===== src/rtl/instr_fetch_queue.sv =====
// Instruction fetch queue: decouples fetch from decode.
// Buffers {instr, pc+4} pairs in a small circular FIFO, back-pressures fetch
// when full and drops all buffered words on a control-flow redirect (flush).
module instr_fetch_queue #(
  parameter int unsigned DEPTH = 4,
  parameter int unsigned AW    = 2
) (
  input  logic          clk,
  input  logic          reset,
  input  logic [31:0]   in_instr,
  input  logic [31:0]   in_pcp,
  input  logic          in_valid,
  output logic          in_ready,
  output logic [31:0]   out_instr,
  output logic [31:0]   out_pcp,
  output logic          out_valid,
  input  logic          out_ready,
  input  logic          flush,
  output logic [AW:0]   count
);

  // DEPTH must be a power of two, at least 2, with AW = log2(DEPTH)
  if (DEPTH < 2 || DEPTH != (1 << AW)) begin : g_bad_depth
    $error("instr_fetch_queue: DEPTH must be a power of two >= 2 and equal 2**AW");
  end

  localparam logic [AW:0] FULL_CNT = (AW + 1)'(DEPTH);

  logic [63:0]   mem [DEPTH];
  logic [AW-1:0] wp;
  logic [AW-1:0] rp;
  logic [AW:0]   cnt;
  logic          push;
  logic          pop;
  logic [63:0]   head;

  // Handshake qualifiers; in_ready comes only from registered cnt
  always_comb begin
    in_ready  = (cnt != FULL_CNT);
    out_valid = (cnt != '0);
    push      = in_valid & in_ready;
    pop       = out_valid & out_ready;
  end

  // Head entry, forced to zero (NOP) while empty
  always_comb begin
    head = mem[rp];
    if (cnt == '0) begin
      out_instr = '0;
      out_pcp   = '0;
    end else begin
      out_instr = head[63:32];
      out_pcp   = head[31:0];
    end
  end

  assign count = cnt;

  // Entry storage; no reset needed, a flush suppresses the write
  always_ff @(posedge clk) begin
    if (push && !flush) begin
      mem[wp] <= {in_instr, in_pcp};
    end
  end

  // Pointer and occupancy update; flush outranks any push/pop that cycle
  always_ff @(posedge clk or negedge reset) begin
    if (!reset) begin
      wp  <= '0;
      rp  <= '0;
      cnt <= '0;
    end else if (flush) begin
      wp  <= '0;
      rp  <= '0;
      cnt <= '0;
    end else begin
      if (push) wp <= wp + 1'b1;
      if (pop)  rp <= rp + 1'b1;
      if (push && !pop)      cnt <= cnt + 1'b1;
      else if (pop && !push) cnt <= cnt - 1'b1;
    end
  end

endmodule

===== config.mk =====
export PLATFORM = sky130hd
export DESIGN_NAME = instr_fetch_queue
export DESIGN_NICKNAME = d
export VERILOG_FILES = /design/src/rtl/instr_fetch_queue.sv
export SDC_FILE = /design/constraint.sdc
export NUM_CORES = 1
export LEC_CHECK = 0
export CORE_ASPECT_RATIO = 1.5
export CORE_MARGIN = 5
export CORE_UTILIZATION = 59
export CTS_CLUSTER_DIAMETER = 200
export DETAILED_ROUTE_END_ITERATION = 8
export HOLD_SLACK_MARGIN = 0.15
export PLACE_DENSITY_LB_ADDON = 0.05
export SLEW_MARGIN = 20
export SYNTH_ARGS = -nofsm -noshare
export SYNTH_HDL_FRONTEND = slang
export SYNTH_SLANG_ARGS = --single-unit

===== constraint.sdc =====
create_clock -name clk -period 5.05 [get_ports clk]
set_input_delay 1.01 -clock clk [delete_from_list [all_inputs] [get_ports clk]]
set_output_delay 1.01 -clock clk [all_outputs]
set_load 0.01 [all_outputs]

==> impl_metrics.env, run 1 <==
export IMPL_status="complete, no violations"
export IMPL_grtUsageMet2=0.330
export IMPL_ios=138
export IMPL_yosysUniqueCellTypes=30
export IMPL_holdPathStages=2
export IMPL_use_met1=0.227
export IMPL_critical_path_arrival_ns=2.95
export IMPL_drv_cap=0
export IMPL_final_hold_viol_count=0
export IMPL_cp_required_ns=4.04
export IMPL_synth_area_um2=10200
export IMPL_power_density_cell_area_nw_per_um2=486
export IMPL_clkTransAtPathRegs_ns=0.06
export IMPL_rows=59
export IMPL_power_switching_w=0.00156
export IMPL_maxSlewViolCount=0
export IMPL_floorplan_initialDensity=0.593
export IMPL_syn2layout_area_growth_pct=22.1
export IMPL_fmax_mhz=253
export IMPL_grt_pass1_vias=5390
export IMPL_cp_top_family="buffers and inverters"
export IMPL_drt_iter0_markers=300
export IMPL_period_share=0.783
export IMPL_power_frac_comb=0.292
export IMPL_synth_async_reset_ratio=0.0266
export IMPL_cp_slowest_stage_delay_ns=0.85
export IMPL_gp_congestion=0.754
export IMPL_cts_buffers=23
export IMPL_post_cts_setup_buffer_count=0
export IMPL_path_max_fanout=31
export IMPL_yosysSeqAreaShare=0.771
export IMPL_r2r_slack_ns=2.63
export IMPL_fillCellCount=1094
export IMPL_cp_num_buf_inv=2
export IMPL_n_antenna_cell=0
export IMPL_routed_wirelength_um=18100
export IMPL_synth_ff_type="edfxtp_1"
export IMPL_layout_drive_gt1_share=0.175
export IMPL_fp_dieW_um=117
export IMPL_wl_per_cell_um=21.7
export IMPL_port_buffer_count=137
export IMPL_mostFrequentLayoutCell="edfxtp_1"
export IMPL_synth_edf_count=256
export IMPL_pwr_share_seq=0.438
export IMPL_grt_max_degree=66
export IMPL_dieArea_um2=20100
export IMPL_utilization=0.724
export IMPL_power_leakage_nw=3.95
export IMPL_root_buffer="clkbuf_16"
export IMPL_ctsHoldBuffers=0
export IMPL_die_h_um=171
export IMPL_finClkSkew_ns=0.0114
export IMPL_cts_tree="built"
export IMPL_stdcell_count=835
export IMPL_grt_overflow_total=0
export IMPL_met3_usage=0.0407
export IMPL_rr_startpoint="count[1]$_DFFE_PN0P_"
export IMPL_hold_ws_ns=0.607
export IMPL_hp_start="wp[0]$_DFFE_PN0P_"
export IMPL_drc=0
export IMPL_cts_sinks=263
export IMPL_rr_endpoint="count[2]$_DFFE_PN0P_"
export IMPL_synth_top_area_cell="edfxtp_1"
export IMPL_core_area_um2=17200
export IMPL_setup_violations=0
export IMPL_tightestPinTransition_ns=0.998
export IMPL_worstRegToRegCells=6
export IMPL_ir_drop_uv=437
export IMPL_synth_seq_cells=263
export IMPL_h_tree_depth=1
export IMPL_crit_type="flip-flop to output port"
export IMPL_vias=4780
export IMPL_track_usage=0.183
export IMPL_hpwl_um=10500
export IMPL_insertion_delay_ns=0.49
export IMPL_switching_share=0.258
export IMPL_min_path_type="flip-flop to flip-flop"
export IMPL_yosysWarnings=0
export IMPL_cp_start_kind="flip-flop"
export IMPL_internal_power_w=0.00449
export IMPL_gr_max_usage_layer="met2"
export IMPL_grt_antenna_before_repair=0
export IMPL_synthTopCellsByArea="edfxtp_1 75%, mux4_2 14%, and2_1 4.2%"
export IMPL_firstDrtPassIters=4
export IMPL_fin_tns_setup_ns=0
export IMPL_layout_common_cells="256 x edfxtp_1, 137 x clkdlybuf4s50_1, 64 x mux4_2, 64 x and2_1, 23 x clkbuf_16"
export IMPL_via_per_inst=5.72
export IMPL_syn_nets=541
export IMPL_rsz0062_at_grt="false"
export IMPL_crit_path_cell_trace="buf_4 > mux4_2 > and2_1 > clkdlybuf4s50_1"
export IMPL_grt_pass1_wl_um=28700
export IMPL_critPathCaptureType="output port"
export IMPL_hold_end="wp[0]$_DFFE_PN0P_"
export IMPL_cts_resized=0
export IMPL_slew_headroom=0.335
export IMPL_cts_buffer_depth=3
export IMPL_cp_slowest_cell="dfrtp_4"
export IMPL_place_inst=794
export IMPL_p_clk_frac=0.270
export IMPL_finalNetCount=680
export IMPL_synth_top_area_share=0.753
export IMPL_synthCells=467
export IMPL_antenna_left=0
export IMPL_synth_area_per_cell_um2=21.8
export IMPL_post_route_min_period_ns=3.96
## synth_stat cells (all sizes together) (2+ instances only)
cell type,instances
nor2,8
xor2,2
mux4,64
o31ai,2
mux2,2
nand3,2
o21ai,3
edfxtp,256
dfrtp,7
o21a,2
ha,4
and2,68
buf,16
clkbuf,10
inv,7
a21oi,2
## cells by family (layout without fill, tap and decap cells)
group / Yosys count / in the layout / share of synthesized area
AND/OR/NAND/NOR: 83 / 83 / 0.0486
XOR/XNOR: 2 / 2 / 0.00172
flip-flops: 263 / 263 / 0.771
multiplexers: 67 / 67 / 0.144
buffers and inverters: 33 / 188 / 0.0174
AO/OA/AOI/OAI: 14 / 14 / 0.0103
adder cells (fa/ha/maj): 5 / 5 / 0.00687
## worst max-delay path by stage
| stage | from | end | slack, ns | depth (start not counted) |
|---|---|---|---|---|
| after floorplan | in_valid | mem[0][0]$_DFFE_PP_ | 1.59 | 4 |
| after global placement | rp[0]$_DFFE_PN0P_ | out_instr[2] | 1.55 | 4 |
| after detailed placement | in_valid | mem[1][18]$_DFFE_PP_ | 1.53 | 4 |
| after CTS | rp[0]$_DFFE_PN0P_ | out_instr[2] | 1.00 | 4 |
| after global routing | rp[0]$_DFFE_PN0P_ | out_pcp[30] | 0.87 | 4 |
| final | rp[0]$_DFFE_PN0P_ | out_pcp[29] | 1.09 | 4 |
## routing by layer
| layer | vias up | wire length [um] |
|---|---|---|
| li1 | 2165 | - |
| met1 | 2455 | 6970 |
| met2 | 133 | 9760 |
| met3 | 27 | 1040 |
| met4 | 0 | 338 |
| met5 | - | 0 |
## worst min-delay path, stage by stage, from the launching register on
cell,delay [ns]
dfrtp_1,0.41
o21ai_0,0.09
a21oi_1,0.06
## registers in the layout, indices dropped and copies added (netlist names)
signal  count
mem       256
count       3
rp          2
wp          2
## power by group through the flow
stage | registers [W] | clock network [W] | logic (W)
3_5_place_dp | 0.00270 | 0 | 0.00180
4_1_cts | 0.00266 | 0.00168 | 0.00181
5_1_grt | 0.00267 | 0.00178 | 0.00192
2_1_floorplan | 0.00259 | 0 | 0.00105
6_report | 0.00265 | 0.00164 | 0.00177
3_3_place_gp | 0.00270 | 0 | 0.00178
## layout make-up
cell class              count  area, um2  area share
repair buffers            140       1410       0.113
inverters                   7       26.3     0.00211
well taps                 213        267      0.0214
clock inverters            15        121     0.00975
multi-input cells         171       2170       0.175
flip-flops and latches    263       7870       0.632
clock buffers              26        587      0.0471
## through the flow
step | worst slack [ns] | area (um2) | power [W]
CTS | 1.00 | 12500 | 0.00614
detailed placement | 1.53 | 11700 | 0.00450
finish | 1.09 | 12500 | 0.00605
global route | 0.873 | 12500 | 0.00637
floorplan | 1.59 | 10200 | 0.00364
global placement | 1.55 | 11700 | 0.00448
No activity file was read; power rests on OpenSTA's default activity.
==> inputs of run 2 (changes only) <==
--- a/config.mk
+++ b/config.mk
@@ -7,7 +7,7 @@
 export LEC_CHECK = 0
 export CORE_ASPECT_RATIO = 1.5
 export CORE_MARGIN = 5
-export CORE_UTILIZATION = 59
+export CORE_UTILIZATION = 49
 export CTS_CLUSTER_DIAMETER = 200
 export DETAILED_ROUTE_END_ITERATION = 8
 export HOLD_SLACK_MARGIN = 0.15
==> constraint.sdc (replaced) <==
create_clock -name clk -period 3.3 [get_ports clk]
set_input_delay 0.66 -clock clk [delete_from_list [all_inputs] [get_ports clk]]
set_output_delay 0.66 -clock clk [all_outputs]
set_load 0.01 [all_outputs]
==> run 2 against run 1 <==
  * First-iteration DRC count shrank 29%
  * Worst setup slack lost 0.93 ns
  * Register-to-register slack lost 1.8 ns
  * Clock power up 58%
  * Combinational power rose by 66%
  * Wire length grew 5.0%
  * Sequential power rose by 49%
  * Power increased by 57%
  * Hold slack worse by 0.19 ns
==> impl_metrics.env, run 2 (same netlist as run 1, synthesis figures left out) <==
export IMPL_cts_buffers=24
export IMPL_status="complete, no violations"
export IMPL_final_hold_viol_count=0
export IMPL_fmax_mhz=318
export IMPL_slew_headroom=0.690
export IMPL_layout_common_cells="256 x edfxtp_1, 137 x clkdlybuf4s50_1, 64 x mux4_2, 64 x and2_1, 25 x clkbuf_16"
export IMPL_rsz0062_at_grt="false"
export IMPL_cts_buffer_depth=3
export IMPL_design_area_um2=12800
export IMPL_track_usage=0.162
export IMPL_post_route_min_period_ns=3.14
export IMPL_cts_tree="built"
export IMPL_cts_sinks=263
export IMPL_finClkSkew_ns=0.00819
export IMPL_floorplan_initialDensity=0.500
export IMPL_gp_congestion=0.695
export IMPL_fillCellCount=1469
export IMPL_utilization=0.627
export IMPL_grt_max_degree=36
export IMPL_top_register="mem"
export IMPL_antenna_left=0
export IMPL_die_h_um=187
export IMPL_grt_overflow_total=0
export IMPL_firstDrtPassIters=4
export IMPL_ios=138
export IMPL_critPathCaptureType="output port"
export IMPL_hpwl_um=11800
export IMPL_drt_iter0_markers=212
export IMPL_fp_dieW_um=128
export IMPL_grt_pass1_vias=5584
export IMPL_worstRegToRegCells=6
export IMPL_wl_per_cell_um=21.0
export IMPL_path_max_fanout=26
export IMPL_period_share=0.951
export IMPL_mostFrequentLayoutCell="edfxtp_1"
export IMPL_cp_required_ns=2.64
export IMPL_fin_tns_setup_ns=0
export IMPL_routed_wirelength_um=19000
export IMPL_clkTransAtPathRegs_ns=0.06
export IMPL_regArea_um2=7870
export IMPL_largest_reg_flops=256
export IMPL_grt_pass1_wl_um=30100
export IMPL_critical_path_arrival_ns=2.48
export IMPL_setup_violations=0
export IMPL_vias=4874
export IMPL_port_buffer_count=137
export IMPL_finalNetCount=698
export IMPL_layout_drive_gt1_share=0.200
export IMPL_via_per_inst=5.38
export IMPL_dpl_instance_area_um2=12000
export IMPL_power_leakage_nw=4.07
export IMPL_core_area_um2=20400
export IMPL_root_buffer="clkbuf_16"
export IMPL_power_density_cell_area_nw_per_um2=740
export IMPL_tightestPinTransition_ns=0.464
export IMPL_insertion_delay_ns=0.50
export IMPL_ir_drop_uv=543
export IMPL_dieArea_um2=23900
export IMPL_h_tree_depth=1
export IMPL_cp_start_kind="flip-flop"
export IMPL_maxSlewViolCount=0
export IMPL_syn2layout_area_growth_pct=25.5
export IMPL_drc=0
export IMPL_drv_cap=0
export IMPL_min_path_type="primary input to async pin"
export IMPL_rows=64
export IMPL_crit_type="flip-flop to output port"
export IMPL_multi_input_area_um2=2170
export IMPL_grt_antenna_before_repair=1
-- run 2: cell types whose count changed in the layout (fill, tap and decap cells not counted) --
cell / before / now
clkinvlp_4: 2 / 4
clkbuf_1: 3 / 4
clkinv_4: 0 / 1
clkbuf_16: 23 / 25
buf_4: 2 / 9
clkinv_1: 7 / 6
bufinv_16: 2 / 1
buf_12: 1 / 11
diode_2: 0 / 1
clkinv_2: 4 / 2
-- run 2: worst max-delay path, stage by stage (launching register included) --
cell and delay [ns]:
dfrtp_4 0.68, buf_12 0.26, mux4_2 0.31, and2_1 0.22, clkdlybuf4s50_1 0.49
-- run 2: per-layer routing --
metal  up-vias  share of wire  global-route usage
met5         -              0                   0
met4         0          0.022              0.0462
met3        25          0.058              0.0332
met2       138           0.54               0.296
met1      2513           0.38               0.193
li1       2198              -                   -
-- run 2: final timing paths --
check,from,endpoint,slack [ns]
max,rp[1]$_DFFE_PN0P_,out_instr[30],0.16
min,reset,count[1]$_DFFE_PN0P_,0.42
min in group clk,wp[0]$_DFFE_PN0P_,wp[0]$_DFFE_PN0P_,0.61
max reg2reg,count[2]$_DFFE_PN0P_,count[2]$_DFFE_PN0P_,0.83
min reg2reg,wp[0]$_DFFE_PN0P_,wp[0]$_DFFE_PN0P_,0.61
max in group asynchronous,reset,rp[1]$_DFFE_PN0P_,2.59
-- run 2: through the flow --
stage	hold slack, ns	cells	power, W	setup WS [ns]
3_3_place_gp	0.579	859	0.00699	0.540
5_1_grt	0.416	906	0.00997	0.0404
4_1_cts	0.412	905	0.00964	0.109
3_5_place_dp	0.602	859	0.00700	0.503
6_report	0.421	906	0.00948	0.160
2_1_floorplan	0.364	467	0.00557	0.195
-- run 2: repair_timing --
item,in CTS,in global routing
hold buffers,0,0
buffers inserted,3,0
setup endpoints to repair,1,0
gates resized for setup,0,0
-- run 2: final cells by class --
cell class / count / share of cell area
inverters: 7 / 0.00205
well taps: 264 / 0.0258
multi-input cells: 171 / 0.170
clock inverters: 14 / 0.00791
clock buffers: 29 / 0.0500
repair buffers: 157 / 0.130
flip-flops and latches: 263 / 0.615
diodes: 1 / 0.000195
-- run 2: power by group --
group | total (W) | internal (W) | switching, W | leakage [nW]
clock network | 0.00259 | 0.00146 | 0.00112 | 0.349
logic | 0.00294 | 0.00168 | 0.00127 | 1.31
registers | 0.00395 | 0.00384 | 0.000103 | 2.41
total | 0.00948 | 0.00698 | 0.00249 | 4.07
